## src/rtl/led_pwm_user_logic.sv

```systemverilog
// -----------------------------------------------------------------------------
// led_pwm_user_logic
// Parametrised LED driver that sits beside the AXI-Lite custom IP slave. It
// decodes four write-only registers from the slave's write port and drives
// NUM_LEDS outputs in static, blink or PWM-dimming mode.
//
// Register map (word index = axi_awaddr[ADDR-1:2]):
//   0 LED_VAL[NUM_LEDS-1:0]   1 MODE[1:0]   2 DUTY[PWM_WIDTH-1:0]
//   3 BLINK_DIV[DIV_WIDTH-1:0]   (other indices ignored)
//
// Ports:
//   S_AXI_ACLK     in  clock, all logic on rising edge
//   S_AXI_ARESETN  in  synchronous reset, active HIGH despite the name
//   slv_reg_wren   in  write strobe, one cycle per write
//   axi_awaddr     in  latched byte write address
//   S_AXI_WDATA    in  32-bit write data
//   LED            out registered LED drive
// -----------------------------------------------------------------------------
module led_pwm_user_logic #(
    parameter int unsigned C_S_AXI_ADDR_WIDTH = 4,
    parameter int unsigned NUM_LEDS           = 8,
    parameter int unsigned PWM_WIDTH          = 8,
    parameter int unsigned DIV_WIDTH          = 24
) (
    input  logic                          S_AXI_ACLK,
    input  logic                          S_AXI_ARESETN,
    input  logic                          slv_reg_wren,
    input  logic [C_S_AXI_ADDR_WIDTH-1:0] axi_awaddr,
    input  logic [31:0]                   S_AXI_WDATA,
    output logic [NUM_LEDS-1:0]           LED
);

    localparam int unsigned IDX_W = C_S_AXI_ADDR_WIDTH - 2;

    localparam logic [1:0] MODE_STATIC = 2'd0;
    localparam logic [1:0] MODE_BLINK  = 2'd1;
    localparam logic [1:0] MODE_PWM    = 2'd2;

    logic [IDX_W-1:0]     wr_idx;
    logic                 wr_led;
    logic                 wr_mode;
    logic                 wr_duty;
    logic                 wr_div;
    logic                 wr_blink_start;

    logic [NUM_LEDS-1:0]  led_val;
    logic [1:0]           mode;
    logic [PWM_WIDTH-1:0] duty;
    logic [DIV_WIDTH-1:0] blink_div;

    logic [PWM_WIDTH-1:0] pwm_cnt;
    logic [DIV_WIDTH-1:0] blk_cnt;
    logic                 phase;

    logic                 pwm_on;
    logic                 blk_hit;
    logic [NUM_LEDS-1:0]  led_nxt;

    // Bits of the write port that no register field consumes.
    logic                 unused_wr_bits;
    assign unused_wr_bits = ^{S_AXI_WDATA, axi_awaddr[1:0]};

    // Register-select decode.
    assign wr_idx         = axi_awaddr[C_S_AXI_ADDR_WIDTH-1:2];
    assign wr_led         = slv_reg_wren && (wr_idx == IDX_W'(0));
    assign wr_mode        = slv_reg_wren && (wr_idx == IDX_W'(1));
    assign wr_duty        = slv_reg_wren && (wr_idx == IDX_W'(2));
    assign wr_div         = slv_reg_wren && (wr_idx == IDX_W'(3));
    assign wr_blink_start = wr_mode && (S_AXI_WDATA[1:0] == MODE_BLINK);

    // Control registers.
    always_ff @(posedge S_AXI_ACLK) begin
        if (S_AXI_ARESETN) begin
            led_val   <= '0;
            mode      <= '0;
            duty      <= '0;
            blink_div <= '0;
        end else begin
            if (wr_led)  led_val   <= S_AXI_WDATA[NUM_LEDS-1:0];
            if (wr_mode) mode      <= S_AXI_WDATA[1:0];
            if (wr_duty) duty      <= S_AXI_WDATA[PWM_WIDTH-1:0];
            if (wr_div)  blink_div <= S_AXI_WDATA[DIV_WIDTH-1:0];
        end
    end

    // Free-running PWM counter, wraps naturally at 2^PWM_WIDTH.
    always_ff @(posedge S_AXI_ACLK) begin
        if (S_AXI_ARESETN) begin
            pwm_cnt <= '0;
        end else begin
            pwm_cnt <= pwm_cnt + PWM_WIDTH'(1);
        end
    end

    assign pwm_on  = (pwm_cnt < duty);
    assign blk_hit = (blk_cnt == blink_div);

    // Blink divider and phase. Entering blink mode restarts lit; rewriting the
    // divider restarts the count and swallows any toggle due this cycle.
    always_ff @(posedge S_AXI_ACLK) begin
        if (S_AXI_ARESETN) begin
            blk_cnt <= '0;
            phase   <= 1'b0;
        end else if (wr_blink_start) begin
            blk_cnt <= '0;
            phase   <= 1'b1;
        end else if (wr_div) begin
            blk_cnt <= '0;
        end else if (blk_hit) begin
            blk_cnt <= '0;
            phase   <= ~phase;
        end else begin
            blk_cnt <= blk_cnt + DIV_WIDTH'(1);
        end
    end

    // Output mux; reserved mode 3 falls through to static.
    always_comb begin
        led_nxt = led_val;
        case (mode)
            MODE_BLINK: led_nxt = led_val & {NUM_LEDS{phase}};
            MODE_PWM:   led_nxt = led_val & {NUM_LEDS{pwm_on}};
            default:    led_nxt = led_val;
        endcase
    end

    always_ff @(posedge S_AXI_ACLK) begin
        if (S_AXI_ARESETN) begin
            LED <= '0;
        end else begin
            LED <= led_nxt;
        end
    end

endmodule

```

## config.mk

```make
export PLATFORM = sky130hd
export DESIGN_NAME = led_pwm_user_logic
export DESIGN_NICKNAME = d
export VERILOG_FILES = /design/src/rtl/led_pwm_user_logic.sv
export SDC_FILE = /design/constraint.sdc
export NUM_CORES = 1
export LEC_CHECK = 0
export ABC_AREA = 1
export ABC_CLOCK_PERIOD_IN_PS = 4400
export CORE_MARGIN = 5
export CORE_UTILIZATION = 30
export CTS_BUF_LIST = sky130_fd_sc_hd__clkbuf_2
export DETAILED_ROUTE_END_ITERATION = 12
export PLACE_DENSITY = 0.54
export REMOVE_ABC_BUFFERS = 1
export SLEW_MARGIN = 20
export SYNTH_ARGS = -nofsm -noshare
export SYNTH_HDL_FRONTEND = slang
export SYNTH_SLANG_ARGS = --single-unit
```

## constraint.sdc

```tcl
create_clock -name S_AXI_ACLK -period 4.4 [get_ports S_AXI_ACLK]
set_input_delay 0.88 -clock S_AXI_ACLK [delete_from_list [all_inputs] [get_ports S_AXI_ACLK]]
set_output_delay 0.88 -clock S_AXI_ACLK [all_outputs]
set_load 0.005 [all_outputs]
```

==> reports/qor.csv, run 1 <==
stage;metric;value;unit
sta;Slew Limit Fails;0;
logic_synthesis;syn avg cell area;7.27;um^2
worst_setup_path;critical path capture point type;register;
cts;CTS hold repair buffers;0;
place;DP Wirelength;6.59;mm
worst_setup_path;reg2reg setup slack;2610;ps
sta;Final Cycle Share;0.539;
logic_synthesis;top cell type's share of synthesized area;0.432;
logic_synthesis;Cells after Synth;529;
cells_and_area;layout cells sized above 1;0.0614;
cts;clk_lat worst skew;550;ps
sta;Sum Neg Setup Slack;0;ps
floorplanning;# IOs;47;
cells_and_area;fillcell total;1393;
drt;Post-DRT Antenna Nets;0;
cts;post-CTS setup buffers;0;
min_path;Worst Hold Class;register to register;
logic_synthesis;sequential element share of the synthesized area;0.432;
worst_setup_path;Most common cell on crit path;nor2_1;
drt;WL final;8.98;mm
floorplanning;Die X;123;um
sta;final hold violations;0;
grt;initial antenna violation count;0;
logic_synthesis;fraction of registers with async set/reset;0;
cts;# clock sinks;83;
floorplanning;Die Y;123;um
pwr;P per Cell Area;300;nW/um^2
pwr;P_leak;0.00175;uW
worst_setup_path;Worst path slowest cell;nor3_1;
cts;CTS Buf Count;9;
drt;1st-iter DRT viols;157;
cts;clk slew on worst S/H paths;240;ps
drt;DRT Pass-1 Iters;4;
worst_setup_path;Req. time, crit path;4880;ps
worst_setup_path;critical path class;input port to register;
place;IO Port Bufs;36;
flow_run;Max Cap Violations;0;
pwr;worst vdd ir;0.000155;V
worst_setup_path;worst path cell trace;clkdlybuf4s50_1, buf_4, nor3_1, inv_1, nor2_1, nor2_1;
sta;Slew headroom;0.491;
worst_setup_path;Critical Path Source Type;input port;
grt;first-pass GRT wire length;15.3;mm
logic_synthesis;mapped cell area;3850;um^2
logic_synthesis;Post-synth EDFFs;0;
logic_synthesis;ys flop type;dfxtp_1;
place;routability congestion estimate;0.879;
grt;pin count of the biggest net entering global routing;44;
logic_synthesis;Synth Warn #;0;
cts;CTS resizes;0;
cells_and_area;register area;1660;um^2
grt;vias in the first global route;3245;
logic_synthesis;most frequent cell after synthesis;nand2_1;
cells_and_area;P&R area growth vs syn;16.8;%
drt;DRC violations left;0;
sta;final setup fails;0;
floorplanning;Starting Density;0.305;
logic_synthesis;Post-synth top cells;115 x nand2_1, 83 x dfxtp_1, 63 x inv_1;
sta;Slew @ Worst Pin;758;ps
sta;worst clock skew;30.0;ps
logic_synthesis;largest area contributor in the netlist;dfxtp_1;
drt;vias per cell;4.53;
worst_setup_path;Worst EP arrival;2850;ps
sta;Peak Freq;0.422;GHz
cts;TritonCTS clock tree;yes;
cts;clock root buffer;clkbuf_2;
sta;Period minus WS final;2370;ps
cells_and_area;Multi-input gate area;1870;um^2
drt;via count;3361;
worst_setup_path;worst-path fanout max;9;
cells_and_area;ant diodes;0;
cts;Max Root-Sink Buffers;2;
grt;Total GRT Usage;0.127;
logic_synthesis;Yosys reg bits;83;
grt;GRT Residual Overflow;0;
cells_and_area;Finished Core Util;0.356;
sta;RSZ-0062 raised after global routing;no;
logic_synthesis;Yosys cell types;28;
floorplanning;total core area;12600;um^2
floorplanning;FP Rows;41;
worst_setup_path;Crit path largest cell delay;630;ps
outcome;status;complete, no violations;
cts;H-Tree Depth;3;
floorplanning;die area;15200;um^2
cells_and_area;post-layout net count;614;
logic_synthesis;largest cells by area after synthesis;dfxtp_1 43%, nand2_1 11%, a21oi_1 7.9%;
drt;WL/cell;12.1;um
layer usage:
layer	GRT usage	up-vias	wire length [um]
li1	-	1785	-
met1	0.165	1505	4310
met2	0.205	56	4090
met3	0.0371	15	425
met4	0.0394	0	148
met5	0	-	0
cell type report:
class	count	share of cell area
Inverter	66	0.0551
Timing Repair Buffer	40	0.0869
Tap cell	172	0.0479
Sequential cell	83	0.370
Clock inverter	7	0.0150
Multi-Input combinational cell	365	0.415
Clock buffer	9	0.0100
path summary, 6_finish.rpt:
kind | from | endpoint | depth (start not counted)
worst max register to register | duty[7] | LED[4] | 7
worst min register to register | led_val[3] | LED[3] | 2
worst max-delay path | axi_awaddr[2] | led_val[1] | 6
worst min-delay path | led_val[3] | LED[3] | 2
state kept, by name, indices dropped and copies added (netlist names):
register   count
LED            8
blink_div     24
blk_cnt       24
duty           8
led_val        8
mode           2
phase          1
pwm_cnt        8
worst max-delay path, delay by kind of cell:
kind                   cells  cell delay, ps
AND/OR/NAND/NOR            3             870
buffers and inverters      3            1090
cell families after synthesis:
| group | count (synthesis) | share of synthesized area |
|---|---|---|
| flip-flops | 83 | 0.432 |
| AND/OR/NAND/NOR | 237 | 0.281 |
| XOR/XNOR | 17 | 0.0387 |
| buffers and inverters | 81 | 0.0833 |
| adder cells (fa/ha/maj) | 10 | 0.0325 |
| AO/OA/AOI/OAI | 101 | 0.133 |
power by group:
group          leakage [uW]  switching, uW  total (uW)  internal, uW
Sequential         0.000675           15.2         795           780
Combinational       0.00100           85.2         149          64.1
Clock             0.0000674            274         403           129
placed cells by master, fill, tap and decap left out, types with 3 or more instances in the layout:
| master | count |
|---|---|
| clkdlybuf4s50_1 | 36 |
| nor2_1 | 57 |
| nor3_2 | 5 |
| xnor2_1 | 5 |
| nand4_1 | 11 |
| a21oi_1 | 61 |
| nor3_4 | 3 |
| nand3_1 | 26 |
| buf_4 | 4 |
| inv_2 | 3 |
| ha_1 | 10 |
| clkbuf_2 | 9 |
| o21ai_0 | 37 |
| inv_1 | 63 |
| nand2_1 | 115 |
| nor3_1 | 9 |
| dfxtp_1 | 83 |
| xor2_1 | 12 |
per-stage QoR:
step | setup WS (ps) | hold WS, ps | total power, uW | std cells | instance area, um^2
floorplan | 2040 | 418 | 892 | 514 | 3770
global placement | 1420 | 435 | 959 | 726 | 4380
detailed placement | 1350 | 431 | 962 | 726 | 4380
CTS | 2000 | 442 | 1370 | 742 | 4490
global route | 1830 | 463 | 1430 | 742 | 4490
finish | 2030 | 442 | 1350 | 742 | 4490
(Power assumes the default switching activity.)
==> inputs of run 2 (changes only) <==
--- a/config.mk
+++ b/config.mk
@@ -6,7 +6,7 @@
 export NUM_CORES = 1
 export LEC_CHECK = 0
 export ABC_AREA = 1
-export ABC_CLOCK_PERIOD_IN_PS = 4400
+export ABC_CLOCK_PERIOD_IN_PS = 2250
 export CORE_MARGIN = 5
 export CORE_UTILIZATION = 30
 export CTS_BUF_LIST = sky130_fd_sc_hd__clkbuf_2
==> constraint.sdc (replaced) <==
create_clock -name S_AXI_ACLK -period 2.25 [get_ports S_AXI_ACLK]
set_input_delay 0.45 -clock S_AXI_ACLK [delete_from_list [all_inputs] [get_ports S_AXI_ACLK]]
set_output_delay 0.45 -clock S_AXI_ACLK [all_outputs]
set_load 0.005 [all_outputs]
==> run 2 against run 1 <==
  * Hold slack worse by 28 ps
  * Sequential power is 96% higher
  * Routed wire length is 2.9% higher
  * Flip-flop and latch count stayed put
  * Global-route usage is 0.50 points higher
  * Power is 110% higher
  * Critical path depth is 5 lower
  * Largest cell class unchanged
  * Highest routed layer unchanged
==> reports/qor.csv, run 2 (synthesis gave the netlist of run 1 again) <==
stage;metric;value;unit;change
outcome;status;complete, no violations;;
sta;Sum Neg Setup Slack;0;ps;unchanged
cts;clk slew on worst S/H paths;250;ps;about the same
pwr;total power;2890;uW;+110%
worst_setup_path;Top Family by Delay on Critical Path;buffers and inverters;;
cts;clock root buffer;clkbuf_2;;
grt;met2 usage;0.213;;+0.00815
sta;hold slack;414;ps;-28.1 ps
pwr;P_leak;0.00181;uW;+3.6%
worst_setup_path;Req. time, crit path;1800;ps;-3080 ps
floorplanning;Die Y;123;um;unchanged
worst_setup_path;Worst path slowest cell;clkdlybuf4s50_1;;
worst_setup_path;critical path class;register to output port;;
sta;Period minus WS final;1880;ps;
cts;H-Tree Depth;3;;unchanged
cells_and_area;ant diodes;0;;unchanged
sta;RSZ-0062 raised after global routing;no;;
pwr;worst vdd ir;0.000325;V;+110%
worst_setup_path;worst-path fanout max;1;;-8
worst_setup_path;Crit path largest cell delay;490;ps;-140 ps
sta;worst clock skew;39.4;ps;+9.42 ps
cts;post-CTS setup buffers;0;;unchanged
grt;pin count of the biggest net entering global routing;25;;-43%
grt;M1 GR Usage;0.172;;+0.00747
drt;1st-iter DRT viols;168;;+7.0%
drt;DRC violations left;0;;unchanged
cells_and_area;most frequent cells in the layout;115 x nand2_1, 83 x dfxtp_1, 63 x inv_1;;
cts;CTS hold repair buffers;0;;unchanged
sta;Slew Limit Fails;0;;unchanged
sta;Slew @ Worst Pin;489;ps;-269 ps
grt;vias in the first global route;3262;;+0.52%
cells_and_area;commonest non-fill, non-tap cell in the layout;nand2_1;;
cells_and_area;P&R area growth vs syn;19.4;%;
floorplanning;FP Rows;41;;unchanged
grt;routing usage on met3;0.0444;;+0.00732
place;DP Wirelength;6.92;mm;+5.0%
sta;Final WS setup;365;ps;-1660 ps
sta;Peak Freq;0.531;GHz;
cts;clk_lat worst skew;580;ps;+30 ps
worst_setup_path;Critical Path Source Type;register;;
floorplanning;# IOs;47;;unchanged
place;routability congestion estimate;0.877;;-0.26%
drt;WL/cell;12.3;um;+2.0%
floorplanning;die area;15200;um^2;unchanged
cells_and_area;layout cells sized above 1;0.0763;;+0.0149
cts;CTS resizes;0;;unchanged
cts;TritonCTS clock tree;yes;;
place;IO Port Bufs;36;;unchanged
worst_setup_path;critical path capture point type;output port;;
drt;vias per cell;4.54;;+0.33%
drt;DRT Pass-1 Iters;5;;+1
sta;Final Cycle Share;0.838;;
cts;# clock sinks;83;;unchanged
min_path;Worst Hold Class;input port to register;;
grt;GRT Residual Overflow;0;;unchanged
cells_and_area;post-layout net count;621;;+1.1%
sta;final setup fails;0;;unchanged
worst_setup_path;buffer and inverter count on the worst path;1;;-2
grt;GR peak layer;met2;;
sta;final hold violations;0;;unchanged
floorplanning;total core area;12600;um^2;unchanged
grt;initial antenna violation count;0;;unchanged
sta;Slew headroom;0.673;;+0.182
grt;Total GRT Usage;0.132;;+0.00501
cells_and_area;fillcell total;1395;;+0.14%
drt;WL final;9.24;mm;+2.9%
cells_and_area;biggest regs;blink_div (24), blk_cnt (24);;
grt;first-pass GRT wire length;15.7;mm;+3.0%
worst_setup_path;worst path cell trace;clkdlybuf4s50_1;;
cts;Max Root-Sink Buffers;2;;unchanged
floorplanning;Die X;123;um;unchanged
pwr;P per Cell Area;628;nW/um^2;+110%
place;pre-CTS setup slack;137;ps;-1210 ps
drt;via count;3404;;+1.3%
flow_run;Max Cap Violations;0;;unchanged
worst_setup_path;Worst EP arrival;1430;ps;-1420 ps
cts;CTS Buf Count;9;;unchanged
drt;Post-DRT Antenna Nets;0;;unchanged
floorplanning;Starting Density;0.305;;unchanged
-- run 2: per-stage QoR --
stage,utilization,instance area [um^2],instances
4_1_cts,0.364,4600,749
3_5_place_dp,0.351,4430,733
3_3_place_gp,0.351,4430,733
2_1_floorplan,-,3770,514
5_1_grt,0.364,4600,749
6_report,0.364,4600,749
-- run 2: report_power, final --
part | internal, uW | switching (uW)
combinational | 133 | 168
sequential | 1530 | 29.5
clock | 487 | 541
-- run 2: cell type report --
class                           count  area (um^2)  share of cell area
Clock buffer                       10         50.0              0.0109
Clock inverter                      6          113              0.0245
Inverter                           66          248              0.0539
Multi-Input combinational cell    365         1870               0.406
Sequential cell                    83         1660               0.362
Tap cell                          172          215              0.0468
Timing Repair Buffer               47          443              0.0964
-- run 2: worst min-delay path: cells and delay by family --
kind,cells,cell delay [ps]
buf+inv,1,400
simple gates,1,80
compound gates,1,60
-- run 2: metal layers --
layer  vias to the layer above  routed length, um
met5                         -                  0
met4                         0                 95
met3                        10                548
met2                        65               4290
met1                      1533               4310
li1                       1796                  -
-- run 2: final timing paths --
kind                    from            end  slack [ps]  cells past startpoint
max                   LED[2]         LED[2]         370                      1
max reg2reg       blk_cnt[0]    blk_cnt[16]         420                      9
min          S_AXI_WDATA[22]  blink_div[22]         410                      3
min reg2reg       led_val[3]         LED[3]         450                      2
